`src/rtl/serial_adder_ctrl.sv`:
```
// Bit-serial adder controller: streams two WIDTH-bit operands LSB first through
// a single 1-bit full-adder cell, with start/busy/done handshake.
module serial_adder_ctrl #(
    parameter int unsigned WIDTH = 8
) (
    input  logic             clk,
    input  logic             rst,
    input  logic             start,
    input  logic [WIDTH-1:0] a,
    input  logic [WIDTH-1:0] b,
    input  logic             cin,
    output logic             busy,
    output logic             done,
    output logic [WIDTH-1:0] sum,
    output logic             cout
);

    localparam int unsigned CW = (WIDTH > 1) ? $clog2(WIDTH) : 1;

    typedef enum logic [1:0] {
        IDLE = 2'd0,
        RUN  = 2'd1,
        DONE = 2'd2
    } state_t;

    state_t           state;
    logic [WIDTH-1:0] a_sh;
    logic [WIDTH-1:0] b_sh;
    logic             carry_q;
    logic [CW-1:0]    cnt;

    logic [0:2] fa_in;
    logic       fa_s_c;
    logic       fa_c_c;

    // Shared full-adder cell: s/c of the current bit pair plus running carry
    always_comb begin
        fa_in  = {a_sh[0], b_sh[0], carry_q};
        fa_s_c = fa_in[0] ^ fa_in[1] ^ fa_in[2];
        fa_c_c = (fa_in[0] & fa_in[1]) | (fa_in[0] & fa_in[2]) | (fa_in[1] & fa_in[2]);
    end

    always_ff @(posedge clk or posedge rst) begin
        if (rst) begin
            state   <= IDLE;
            busy    <= 1'b0;
            done    <= 1'b0;
            sum     <= '0;
            cout    <= 1'b0;
            a_sh    <= '0;
            b_sh    <= '0;
            carry_q <= 1'b0;
            cnt     <= '0;
        end else begin
            case (state)
                IDLE, DONE: begin
                    // Accept a new add from IDLE or straight out of DONE (back-to-back)
                    if (start) begin
                        state   <= RUN;
                        busy    <= 1'b1;
                        done    <= 1'b0;
                        a_sh    <= a;
                        b_sh    <= b;
                        carry_q <= cin;
                        cnt     <= '0;
                    end else begin
                        state <= IDLE;
                        busy  <= 1'b0;
                        done  <= 1'b0;
                    end
                end
                RUN: begin
                    a_sh    <= a_sh >> 1;
                    b_sh    <= b_sh >> 1;
                    sum     <= {fa_s_c, sum[WIDTH-1:1]};
                    carry_q <= fa_c_c;
                    cnt     <= cnt + CW'(1);
                    if (cnt == CW'(WIDTH - 1)) begin
                        state <= DONE;
                        busy  <= 1'b0;
                        done  <= 1'b1;
                        cout  <= fa_c_c;
                    end
                end
                default: begin
                    state <= IDLE;
                    busy  <= 1'b0;
                    done  <= 1'b0;
                end
            endcase
        end
    end

endmodule

```
`config.mk`:
```
export PLATFORM = sky130hd
export DESIGN_NAME = serial_adder_ctrl
export DESIGN_NICKNAME = d
export VERILOG_FILES = /design/src/rtl/serial_adder_ctrl.sv
export SDC_FILE = /design/constraint.sdc
export NUM_CORES = 1
export LEC_CHECK = 0
export ABC_AREA = 1
export CAP_MARGIN = 25
export CORE_MARGIN = 2
export CORE_UTILIZATION = 40
export CTS_CLUSTER_SIZE = 14
export DETAILED_ROUTE_END_ITERATION = 10
export GPL_ROUTABILITY_DRIVEN = 0
export HOLD_SLACK_MARGIN = 0.03
export PLACE_DENSITY = 0.64
export SYNTH_ARGS = -nofsm -noshare
export SYNTH_HDL_FRONTEND = slang
export SYNTH_SLANG_ARGS = --single-unit
```
`constraint.sdc`:
```
create_clock -name clk -period 4.24 [get_ports clk]
set_clock_uncertainty 0.2 [all_clocks]
set_input_delay 0.848 -clock clk [delete_from_list [all_inputs] [get_ports clk]]
set_output_delay 0.848 -clock clk [all_outputs]
set_load 0.01 [all_outputs]
```
# Word-level counts from Yosys, hierarchy flattened
# Cells that the tools add are included.
# classes
reduce_logical	5
n_bitwise	7
muxes	16
n_eq_ne	5
n_addsub	1
# ops
cell	n
$pmux 8 s2	2
$mux 8	2
$mux 1	6
$pmux 3 s2	1
$ne 2x2->1 const B	2
$pmux 1 s2	2
$pmux 2 s2	1
$reduce_and 2->1	2
$add 3x1->3 const B	1
$and 1x1->1	3
$eq 3x3->1 const B	1
$mux 3	1
$eq 2x1->1 const B	1
$eq 2x2->1 const B	1
$logic_not 2->1	1
$mux 2	1
$or 1x1->1	2
$reduce_bool 2->1	1
$reduce_or 2->1	1
$xor 1x1->1	2
# word_totals
input_bits	20
wordCells	43
register_bits	33
output_inout_bits	11

# Longest topological paths before layout
# logic_depth
word_depth	4
depth_mapped	8
ltp_nobuf	6

# Least setup slack after synthesis
# No wires, ideal clock.
# synth_path
kind	input to register
from	input start
to	register a_sh[0]
setup_slack_ns	2.657
required_ns	3.923
n_path_buf	1
stages	6
setup_ns	0.117
arrival_time_ns	1.266
cell_sequence	nand2_4 nand2_4 inv_4 buf_6 nand2_1 nand2_1
# synth_via
elab_chain_len	2
# synth_rtl
item	line_no	source
start, declared	8	input logic start,
$ne 2x2->1 (no line)	--	
$reduce_and 2->1 (no line)	--	
end signal, assigned	73	a_sh <= a_sh >> 1;
end, declared	27	logic [WIDTH-1:0] a_sh;
# Every way passes these cells.
# A chain may end at the register's enable or synchronous reset.

# Worst setup path in the final report
# layout_path
from	register sum[4]
to	output sum[4]
# layout_lines
item	line_no	source
start, declared	14	output logic [WIDTH-1:0] sum,
start signal, assigned	75	sum <= {fa_s_c, sum[WIDTH-1:1]};
# No word-level cell between the ends.

==> impl_metrics.toml <==
[pwr]
p_leak_nw = 1.07
cellPowerDensity_mw_per_mm2 = 738
total_power_mw = 1.45
peakVddDrop_mv = 0.243

[global_routing]
antenna_found_initial = 0
grt_max_degree = 33
grt_pass1_vias = 1110
grt.overflow.total = 0
grt_first_pass_wirelength_um = 5180
globalRouteTotalUtil_pct = 16.1

[critical_path]
ff2ff_setup_slack_ns = 2.27
critPathMaxStageDelay_ns = 0.55
arrival_ns = 1.22
path_class = "reg2out"
critPathLaunchType = "flop"
path_buf_inv = 1
worstPathRequired_ns = 3.19
rr_startpoint = "state[0]"
crit_slowest_cell = "clkdlybuf4s50_1"
end_kind = "output pin"
r2r_cells = 5
path_cells = "clkdlybuf4s50_1"
cp_max_fo = 3
cp_top_family = "buffers and inverters"
timing.rr.end = "b_sh[2]"

[clocking]
insertion_delay_ns = 0.29
cts_buffers = 5
clockRootBuffer = "clkbuf_8"
cts_sinks = 32
clkTransAtPathRegs_ns = 0.07
htree_num_levels = 2
ctsResizeCount = 0
cts_buffer_depth = 2
cts_hold_buf = 0
post_cts_buffers = 0
tritoncts = "built"

[floorplan]
initial_core_util_pct = 42.0
die_h_um = 66.5
dieWidth_um = 66.5
dieArea_mm2 = 0.00442
rows = 22
io_pins = 31
core_area_mm2 = 0.00372

[synth]
ys_seq_area_share_pct = 51.3
synth_enable_flop_cells = 0
async_flop_share_pct = 100
syn_nets = 222
ys_types = 15
synth.avg_cell_area_um2 = 7.84
synthTopCellsByArea = "dfrtp_1 51%, nand2_1 17%, nand3_1 9.9%"
synth_area_mm2 = 0.00156
synth_top_area_share_pct = 51.3
synth_top_area_cell = "dfrtp_1"
ys_top_cells_by_count = "72 x nand2_1, 35 x inv_1, 32 x dfrtp_1"
yosysWarnings = 0
synth_cells = 199
synthFlopType = "dfrtp_1"
yosysMostFrequentCell = "nand2_1"
synth-seq-cells = 32

[routing]
via_per_inst = 4.49
wire_per_inst_um = 11.1
vias = 1248
drt_pass1_iterations = 4
drt_iter0_drc = 65
remaining_drc_errors = 0
routed_wl_um = 3080
ant_nets = 0

[final_layout]
seq_area_um2 = 801
utilization_pct = 52.9
drive_above_1_share_pct = 6.52
stdcell_area_mm2 = 0.00197
syn_to_final_growth_pct = 26.1
fillers = 374
fin_nets = 252
antennaDiodeCount = 0
multiInputGateArea_um2 = 561

[status]
outcome = "completed"

[worst_hold_path]
hold_start = "b_sh[3]"
holdCritPathClass = "reg2reg"
worstHoldPathCells = 2
holdPathEnd = "b_sh[3]"

[sta]
rsz0062_at_grt = "false"
whs_ns = 0.278
finalHoldViolCount = 0
worst_pin_slew_ns = 0.680
layout_min_cycle_time_ns = 2.27
drv_slew = 0
period_share_pct = 53.5
tns_ns = 0
clock.fmax_ghz = 0.441
setup_viol = 0
maxSlewHeadroom_pct = 54.5

[placed_design]
port_buffers = 30
placed_area_mm2 = 0.00187
hpwlAfterDp_um = 1980

[job]
cap_violations = 0
[worst register-to-register path, stage by stage, from the launching register on]
cell and delay [ns]:
dfrtp_1 0.75, nand2_4 0.32, nand2_4 0.31, inv_4 0.14
nand2_1 0.09, nand2_1 0.05
[routing by layer]
metal / wire length [um] / GRT usage, %
met1: 1500 / 22.5
met2: 1370 / 22.1
met3: 162 / 6.59
met4: 45 / 6.12
met5: 0 / 0
[state kept, by name, summed over array words and instances, names as in the netlist]
name / cells
a_sh: 8
b_sh: 8
busy: 1
carry_q: 1
cnt: 3
cout: 1
done: 1
state: 1
sum: 8
[final cells by class]
class,count,area share (%)
clock inverter,2,0.509
clock buffer,6,4.20
sequential,32,40.7
inverter,38,7.38
multi-input combinational,121,28.5
timing repair buffer,31,15.6
tap,48,3.05
[cell usage in the layout (no fill, tap or decap), drive strengths merged]
| cell | count |
|---|---|
| a21oi | 1 |
| nand3 | 31 |
| nor2 | 3 |
| o21ai | 8 |
| nand2 | 75 |
| buf | 1 |
| clkinv | 2 |
| clkbuf | 6 |
| ha | 2 |
| inv | 38 |
| fa | 1 |
| clkdlybuf4s50 | 30 |
| dfrtp | 32 |
[worst max path at each step]
| stage | depth (start not counted) | to | slack, ns | startpoint |
|---|---|---|---|---|
| floorplan | 1 | a_sh[0] | 2.50 | rst |
| global placement | 6 | b_sh[2] | 2.02 | start |
| detailed placement | 6 | b_sh[2] | 2.00 | start |
| CTS | 1 | sum[4] | 1.95 | sum[4] |
| global route | 1 | sum[4] | 1.93 | sum[4] |
| finish | 1 | sum[4] | 1.97 | sum[4] |
[kinds of logic after synthesis]
logic type	Yosys count	synth area share (%)
compound gates	9	2.89
fa+ha+maj	3	2.89
buf+inv	46	12.8
flops	32	51.3
simple gates	109	30.2
[power breakdown]
| part | internal (mW) | switching, mW | total (mW) |
|---|---|---|---|
| Combinational | 0.272 | 0.373 | 0.646 |
| Clock | 0.129 | 0.116 | 0.245 |
| Sequential | 0.454 | 0.107 | 0.561 |
| Total | 0.856 | 0.596 | 1.45 |
[through the flow]
stage,setup WS [ns],std cells
2_1_floorplan,2.50,199
3_3_place_gp,2.02,270
4_1_cts,1.95,278
3_5_place_dp,2.00,270
5_1_grt,1.93,278
6_report,1.97,278
No activity file was read; power rests on OpenSTA's default activity.
